<file path="src/rtl/pipe_ctrl_pkg.sv">
// Shared definitions for the pipeline control sequencer: FSM states,
// NOP constants for bubble consumers and the data-stall run counter helper.
package pipe_ctrl_pkg;

  typedef enum logic [1:0] {
    ST_RUN      = 2'd0,
    ST_DSTALL   = 2'd1,
    ST_BRANCH   = 2'd2,
    ST_REDIRECT = 2'd3
  } state_t;

  // NOP encoding loaded into ID/EX when idex_bubble is asserted
  localparam logic [5:0] NOP_FUNC  = 6'b000000;
  localparam logic       NOP_REGWR = 1'b0;

  localparam int unsigned RUN_W = 4;

  function automatic logic [RUN_W-1:0] run_inc(input logic [RUN_W-1:0] v);
    return (v == '1) ? v : v + 1'b1;
  endfunction

endpackage

</file>
<file path="src/rtl/pipe_ctrl_sat_counter.sv">
// Saturating up-counter used for the stall and taken-branch statistics.
module sat_counter #(
  parameter int unsigned W = 16
) (
  input  logic         clk,
  input  logic         reset,
  input  logic         inc,
  output logic [W-1:0] q
);

  logic [W-1:0] r_q;

  always_ff @(posedge clk or posedge reset) begin
    if (reset) begin
      r_q <= '0;
    end else if (inc && (r_q != '1)) begin
      r_q <= r_q + 1'b1;
    end
  end

  assign q = r_q;

endmodule

</file>
<file path="src/rtl/pipe_ctrl.sv">
// Pipeline control sequencer: PC / IF/ID / ID/EX enables, flushes and bubbles,
// branch-redirect FSM, data-stall watchdog and performance counters.
module pipe_ctrl
  import pipe_ctrl_pkg::*;
#(
  parameter int unsigned CNT_W      = 16,
  parameter int unsigned MAX_DSTALL = 3
) (
  input  logic             clk,
  input  logic             reset,
  input  logic             if_stall_req,
  input  logic             id_stall_req,
  input  logic             ex_branch,
  input  logic             ex_taken,
  output logic             pc_we,
  output logic             pc_sel,
  output logic             ifid_we,
  output logic             ifid_flush,
  output logic             idex_bubble,
  output logic [CNT_W-1:0] stall_cycles,
  output logic [CNT_W-1:0] taken_count,
  output logic             hazard_timeout
);

  state_t           r_state;
  logic             r_taken_q;
  logic [RUN_W-1:0] r_run;
  logic             r_timeout;

  logic             w_redirect;
  logic             w_stall_inc;
  logic             w_taken_inc;

  assign w_redirect = (r_state == ST_REDIRECT);

  // Reset overrides combinationally so the pipe is frozen the moment reset rises
  always_comb begin
    pc_we       = 1'b1;
    pc_sel      = 1'b0;
    ifid_we     = 1'b1;
    ifid_flush  = 1'b0;
    idex_bubble = 1'b0;
    if (reset) begin
      pc_we       = 1'b0;
      ifid_we     = 1'b0;
      ifid_flush  = 1'b1;
      idex_bubble = 1'b1;
    end else if (w_redirect) begin
      pc_sel      = r_taken_q;
      ifid_we     = 1'b0;
      ifid_flush  = 1'b1;
      idex_bubble = 1'b1;
    end else if (id_stall_req) begin
      pc_we       = 1'b0;
      ifid_we     = 1'b0;
      idex_bubble = 1'b1;
    end else if (if_stall_req) begin
      pc_we       = 1'b0;
      ifid_we     = 1'b0;
      ifid_flush  = 1'b1;
    end
  end

  always_ff @(posedge clk or posedge reset) begin
    if (reset) begin
      r_state   <= ST_RUN;
      r_taken_q <= 1'b0;
      r_run     <= '0;
      r_timeout <= 1'b0;
    end else begin
      if (!w_redirect && ex_branch) begin
        r_state   <= ST_REDIRECT;
        r_taken_q <= ex_taken;
      end else if (id_stall_req) begin
        r_state <= ST_DSTALL;
      end else if (if_stall_req) begin
        r_state <= ST_BRANCH;
      end else begin
        r_state <= ST_RUN;
      end

      // REDIRECT ignores a pending data stall, so the run length holds there
      if (!id_stall_req) begin
        r_run <= '0;
      end else if (!w_redirect) begin
        r_run <= run_inc(r_run);
        if ({{(32-RUN_W){1'b0}}, r_run} >= MAX_DSTALL) begin
          r_timeout <= 1'b1;
        end
      end
    end
  end

  assign hazard_timeout = r_timeout;
  assign w_stall_inc    = ~pc_we;
  assign w_taken_inc    = w_redirect & r_taken_q;

  sat_counter #(.W(CNT_W)) u_stall_cnt (
    .clk   (clk),
    .reset (reset),
    .inc   (w_stall_inc),
    .q     (stall_cycles)
  );

  sat_counter #(.W(CNT_W)) u_taken_cnt (
    .clk   (clk),
    .reset (reset),
    .inc   (w_taken_inc),
    .q     (taken_count)
  );

endmodule
</file>
<file path="config.mk">
export PLATFORM = sky130hd
export DESIGN_NAME = pipe_ctrl
export DESIGN_NICKNAME = d
export VERILOG_FILES = /design/src/rtl/pipe_ctrl_pkg.sv /design/src/rtl/pipe_ctrl_sat_counter.sv /design/src/rtl/pipe_ctrl.sv
export SDC_FILE = /design/constraint.sdc
export NUM_CORES = 1
export LEC_CHECK = 0
export BUFFER_PORTS_ARGS = -buffer_cell sky130_fd_sc_hd__buf_2
export CORE_ASPECT_RATIO = 1.2
export CORE_MARGIN = 2
export CORE_UTILIZATION = 43
export CTS_CLUSTER_SIZE = 14
export DETAILED_ROUTE_END_ITERATION = 12
export GPL_ROUTABILITY_DRIVEN = 0
export PLACE_DENSITY = 0.66
export REMOVE_ABC_BUFFERS = 1
export SLEW_MARGIN = 0
export SYNTH_ARGS = -nofsm -noshare
export SYNTH_HDL_FRONTEND = slang
export SYNTH_SLANG_ARGS = --single-unit
</file>
<file path="constraint.sdc">
create_clock -name clk -period 2.2 [get_ports clk]
set_input_delay 0.11 -clock clk [delete_from_list [all_inputs] [get_ports clk]]
set_output_delay 0.11 -clock clk [all_outputs]
set_load 0.02 [all_outputs]
</file>
Word-level counts from Yosys, hierarchy flattened:

Cells that the tools add are included.

* add/subtract/negate cells: 3
* $lt $le $gt $ge: 1
* eq/ne operators: 6
* multiplexer cells: 21
* bitwise operators: 3
* reductions and logical operators: 6

Operators with widths (number)
* $add 16x1->16 const B: 2
* $ne 16x16->1 const B: 2
* $mux 1: 15
* $mux 4: 3
* $mux 2: 3
* $add 4x1->4 const B: 1
* $eq 4x4->1 const B: 1
* $ge 4x2->1 const B: 1
* $ne 2x2->1 const B: 2
* $logic_and 1x1->1: 3
* $reduce_and 3->1: 1
* $eq 2x2->1 const B: 1
* $not 1->1: 2
* $reduce_and 2->1: 1
* $and 1x1->1: 1
* $logic_not 1->1: 1

* bits in registers: 40
* bits of input ports: 6
* logic and storage cells: 46

Depth between registers and ports, before layout:

* depth after elaboration: 6
* mapped depth: 5
* mapped depth without buffers: 5

Modules after synthesis:

From an unflattened synthesis, not the netlist that was laid out.

* cells, all modules: 184
* area, all modules: 2037.0 sq um

Modules (own cells, without submodules)
* sat_counter: instances 2, cells an instance 71, area each 805.8 sq um
* pipe_ctrl: instances 1, cells an instance 42, area each 425.4 sq um

Worst setup path after synthesis:

OpenSTA, ideal clock, no wires.

* path type: input -> output
* start: input port reset
* end: output port ifid_we
* data arrival time: 1835 ps
* required time: 2090 ps
* path slack: 255 ps
* stages: 3
* path buffers: 0
* cell sequence: inv_1 nand3b_1 nor2_1

* word-level cells in the longest chain between the ends: 1

Ends and longest elaborated chain
* from (decl): RTL line pipe_ctrl.sv:10 `input logic reset,`
* $mux 1: RTL line pipe_ctrl.sv:43 `if (reset) begin`
* to (decl): RTL line pipe_ctrl.sv:17 `output logic ifid_we,`

No other way between the ends.

Final worst setup path:

* start: register u_stall_cnt.r_q[0] (netlist: u_stall_cnt.q[0])
* end: register u_stall_cnt.r_q[1] (netlist: u_stall_cnt.q[1])

* word-level cells in the longest chain between the ends: 2

Ends and longest elaborated chain
* from (decl): RTL line pipe_ctrl_sat_counter.sv:11 `logic [W-1:0] r_q;`
* from (signal assigned): RTL line pipe_ctrl_sat_counter.sv:17 `r_q <= r_q + 1'b1;`
* parallel branches: the longest is 2 deep, another holds $add 16x1->16

Parallel ways; which one is timed is not known.
A chain may end at the register's enable or synchronous reset.

==> flow_summary.toml <==
[outcome]
status = "complete, no violations"

[drt]
initialDrtViolationCount = 89
routedWlPerCell_um = 14.1
wl_um = 4020
viasPerCell = 5.55
vias = 1581
final_antenna_net_count = 0
dr.pass1.iters = 4
route.detailed.drc = 0

[place]
post-place-cells = 276
hpwl_um = 2940
port_buffers = 43

[critical_path]
crit_fanout = 10
rr_startpoint = "u_stall_cnt.q[0]$_DFFE_PP0P_"
start_kind = "flip-flop"
worstPathRequired_ns = 2.38
cp-end-kind = "flip-flop"
crit_type = "reg -> reg"
r2r_end = "u_stall_cnt.q[1]$_DFFE_PP0P_"
slowest_stage = "nor4_4"
reg2reg_slack_ns = 0.36
worst_ep_arrival_time_ns = 2.02
crit_chain = "ha_1 > nand4_1 > nor4_4 > nor2_2 > mux2_4"
slowest_delay_ns = 0.47
reg2regPathDepth = 5

[timing]
fin_crit_ns = 1.84
rsz0062_at_grt = "false"
hold_viol_final = 0
finalSetupViolCount = 0
fin_skew_ns = 0.00487
tightest_slew_ns = 0.587
slew_violations = 0
fin_crit_sh = 0.837
fmax_ghz = 0.543
max_slew_margin = 0.606
setup-tns-final_ns = 0

[power]
swShare = 0.360
power_frac_comb = 0.290
seq_power_share = 0.458
clkPwrFrac = 0.252
peakVddDrop_mv = 0.799
powerDensity_mw_per_mm2 = 973
p_leak_nw = 1.18
p_switching_uw = 838
p_int_mw = 1.49

[die]
die_h_um = 78.4
rows = 27
die_x_um = 66.0
core_area_mm2 = 0.00453
initial_core_util = 0.438
ios = 44
die_area_mm2 = 0.00518

[yosys]
synth_common_cells = "dfrtp_1 (40), xor2_1 (16), nand3_1 (14), nor2_1 (10), xnor2_1 (10)"
async_reset_ff_frac = 1.00
synth_top_area_share = 0.504
ys_ff_latch = 40
synth_area_mm2 = 0.00198
avgSynthCellArea_um2 = 11.3
synth_cells = 175
yosysWarnings = 0
yosysSeqAreaShare = 0.504
synth-edff-count = 0
synth_area_leaders = "dfrtp_1 (50%), xor2_1 (7.1%), xnor2_1 (4.4%)"
yosysMostFrequentCell = "dfrtp_1"
synth_cell_types = 45
yosysTopAreaCell = "dfrtp_1"
dominantRegCellSynth = "dfrtp_1"

[clocking]
cts_root_buf = "clkbuf_8"
cts_post_setup_buffers_inserted = 0
clk_pin_slew_ns = 0.08
clk_latency_ns = 0.29
cts.path.max_buffers = 2
cts_tree = "built"
cts_buffers = 5
clock_sinks = 40
cts_htree_levels = 2

[flow_run]
cap_viol_max_count = 0

[global_route]
antenna_found_initial = 0
grt_max_degree = 37
busiest_layer = "met2"
grt_first_pass_wirelength_um = 6870
grt.met2_usage = 0.281
overflow = 0
use_met1 = 0.211
track_usage = 0.170
met3_usage = 0.0458
grt_pass1_vias = 1505

[cells_and_area]
finalNetCount = 235
n_fill_cell = 439
final_layout_size_suffix_gt1_frac = 0.282
stdcell_count = 285
syn2layout_area_growth_pct = 20.6
n_antenna_cell = 0

[hold_path]
whs_endpoint = "r_taken_q$_DFFE_PP0P_"
min_path_cells = 2
hp-class = "in -> reg"
worst_hold_startpoint = "ex_taken"
how the worst max path moves through the flow:
stage / from / end / cells after the start / slack, ns
after floorplan: reset / ifid_we / 3 / 0.25
after global placement: u_stall_cnt.q[0]$_DFFE_PP0P_ / u_stall_cnt.q[1]$_DFFE_PP0P_ / 5 / 0.45
after detailed placement: u_stall_cnt.q[0]$_DFFE_PP0P_ / u_stall_cnt.q[1]$_DFFE_PP0P_ / 5 / 0.37
after CTS: u_stall_cnt.q[0]$_DFFE_PP0P_ / u_stall_cnt.q[1]$_DFFE_PP0P_ / 5 / 0.37
after global routing: u_stall_cnt.q[0]$_DFFE_PP0P_ / u_stall_cnt.q[1]$_DFFE_PP0P_ / 5 / 0.24
final: u_stall_cnt.q[0]$_DFFE_PP0P_ / u_stall_cnt.q[1]$_DFFE_PP0P_ / 5 / 0.36
critical path: cells and delay by family (launching register included):
family	cells	cell delay, ns
adders and majority gates	1	0.26
DFF	1	0.42
muxes	1	0.32
and+or+nand+nor	3	0.73
layout by cell type, fill, tap and decap left out, drive strengths merged, types with 5 or more instances in the layout:
master and instances:
nor2 11, dfrtp 40, nand3 15, and3 5, nand4 11, nand2 7
xor2 16, nor3 6, xnor2 10, clkbuf 6, buf 44
sequential cells by signal, summed over array words and instances (netlist names):
| signal | cells |
|---|---|
| hazard_timeout | 1 |
| u_stall_cnt.q | 16 |
| r_taken_q | 1 |
| u_taken_cnt.q | 16 |
| r_run | 4 |
| r_state | 2 |
power groups by stage:
stage               sequential, mW  combinational, mW  clock, mW
global placement              1.07              0.669          0
global route                  1.09              0.736      0.644
CTS                           1.06              0.685      0.609
floorplan                     1.20              0.314          0
finish                        1.07              0.675      0.587
detailed placement            1.08              0.682          0
timing repair:
action / 4_1_cts / 5_1_grt
hold buffers: 1 / 0
hold endpoints to repair: 4 / 0
setup endpoints to repair: 0 / 0
gates resized for setup: 0 / 0
kinds of logic (layout without fill, tap and decap cells):
logic type      Yosys count  count (layout)  share of synthesized area
mux                       5               5                     0.0296
simple gates             79              79                      0.248
compound gates           18              18                     0.0763
buf+inv                   4              56                    0.00756
flops                    40              40                      0.504
fa+ha+maj                 3               3                     0.0189
xor+xnor                 26              26                      0.115
metal layers:
layer	vias to the layer above	part of all wire
li1	760	-
met3	5	0.053
met2	45	0.49
met1	771	0.44
met4	0	0.015
met5	-	0
metrics by stage:
step / setup WS [ns] / hold slack, ns / util / instance area [um2] / power [mW]
final: 0.358 / 0.0480 / 0.529 / 2390 / 2.33
after global routing: 0.241 / 0.0405 / 0.529 / 2390 / 2.47
after CTS: 0.371 / 0.0385 / 0.529 / 2390 / 2.36
after detailed placement: 0.369 / 0.110 / 0.503 / 2280 / 1.76
after global placement: 0.448 / 0.102 / 0.503 / 2280 / 1.74
after floorplan: 0.255 / 0.218 / - / 1980 / 1.52
area by class of cell:
cell class | instances | area [um2] | area share
clock inverter | 2 | 35.0 | 0.0146
clock buffer | 6 | 72.6 | 0.0303
inverter | 3 | 11.3 | 0.00470
timing repair buffer | 45 | 233 | 0.0972
tap | 58 | 72.6 | 0.0303
sequential | 40 | 1000 | 0.418
multi-input combinational | 131 | 968 | 0.405
No activity file was read; power rests on OpenSTA's default activity.
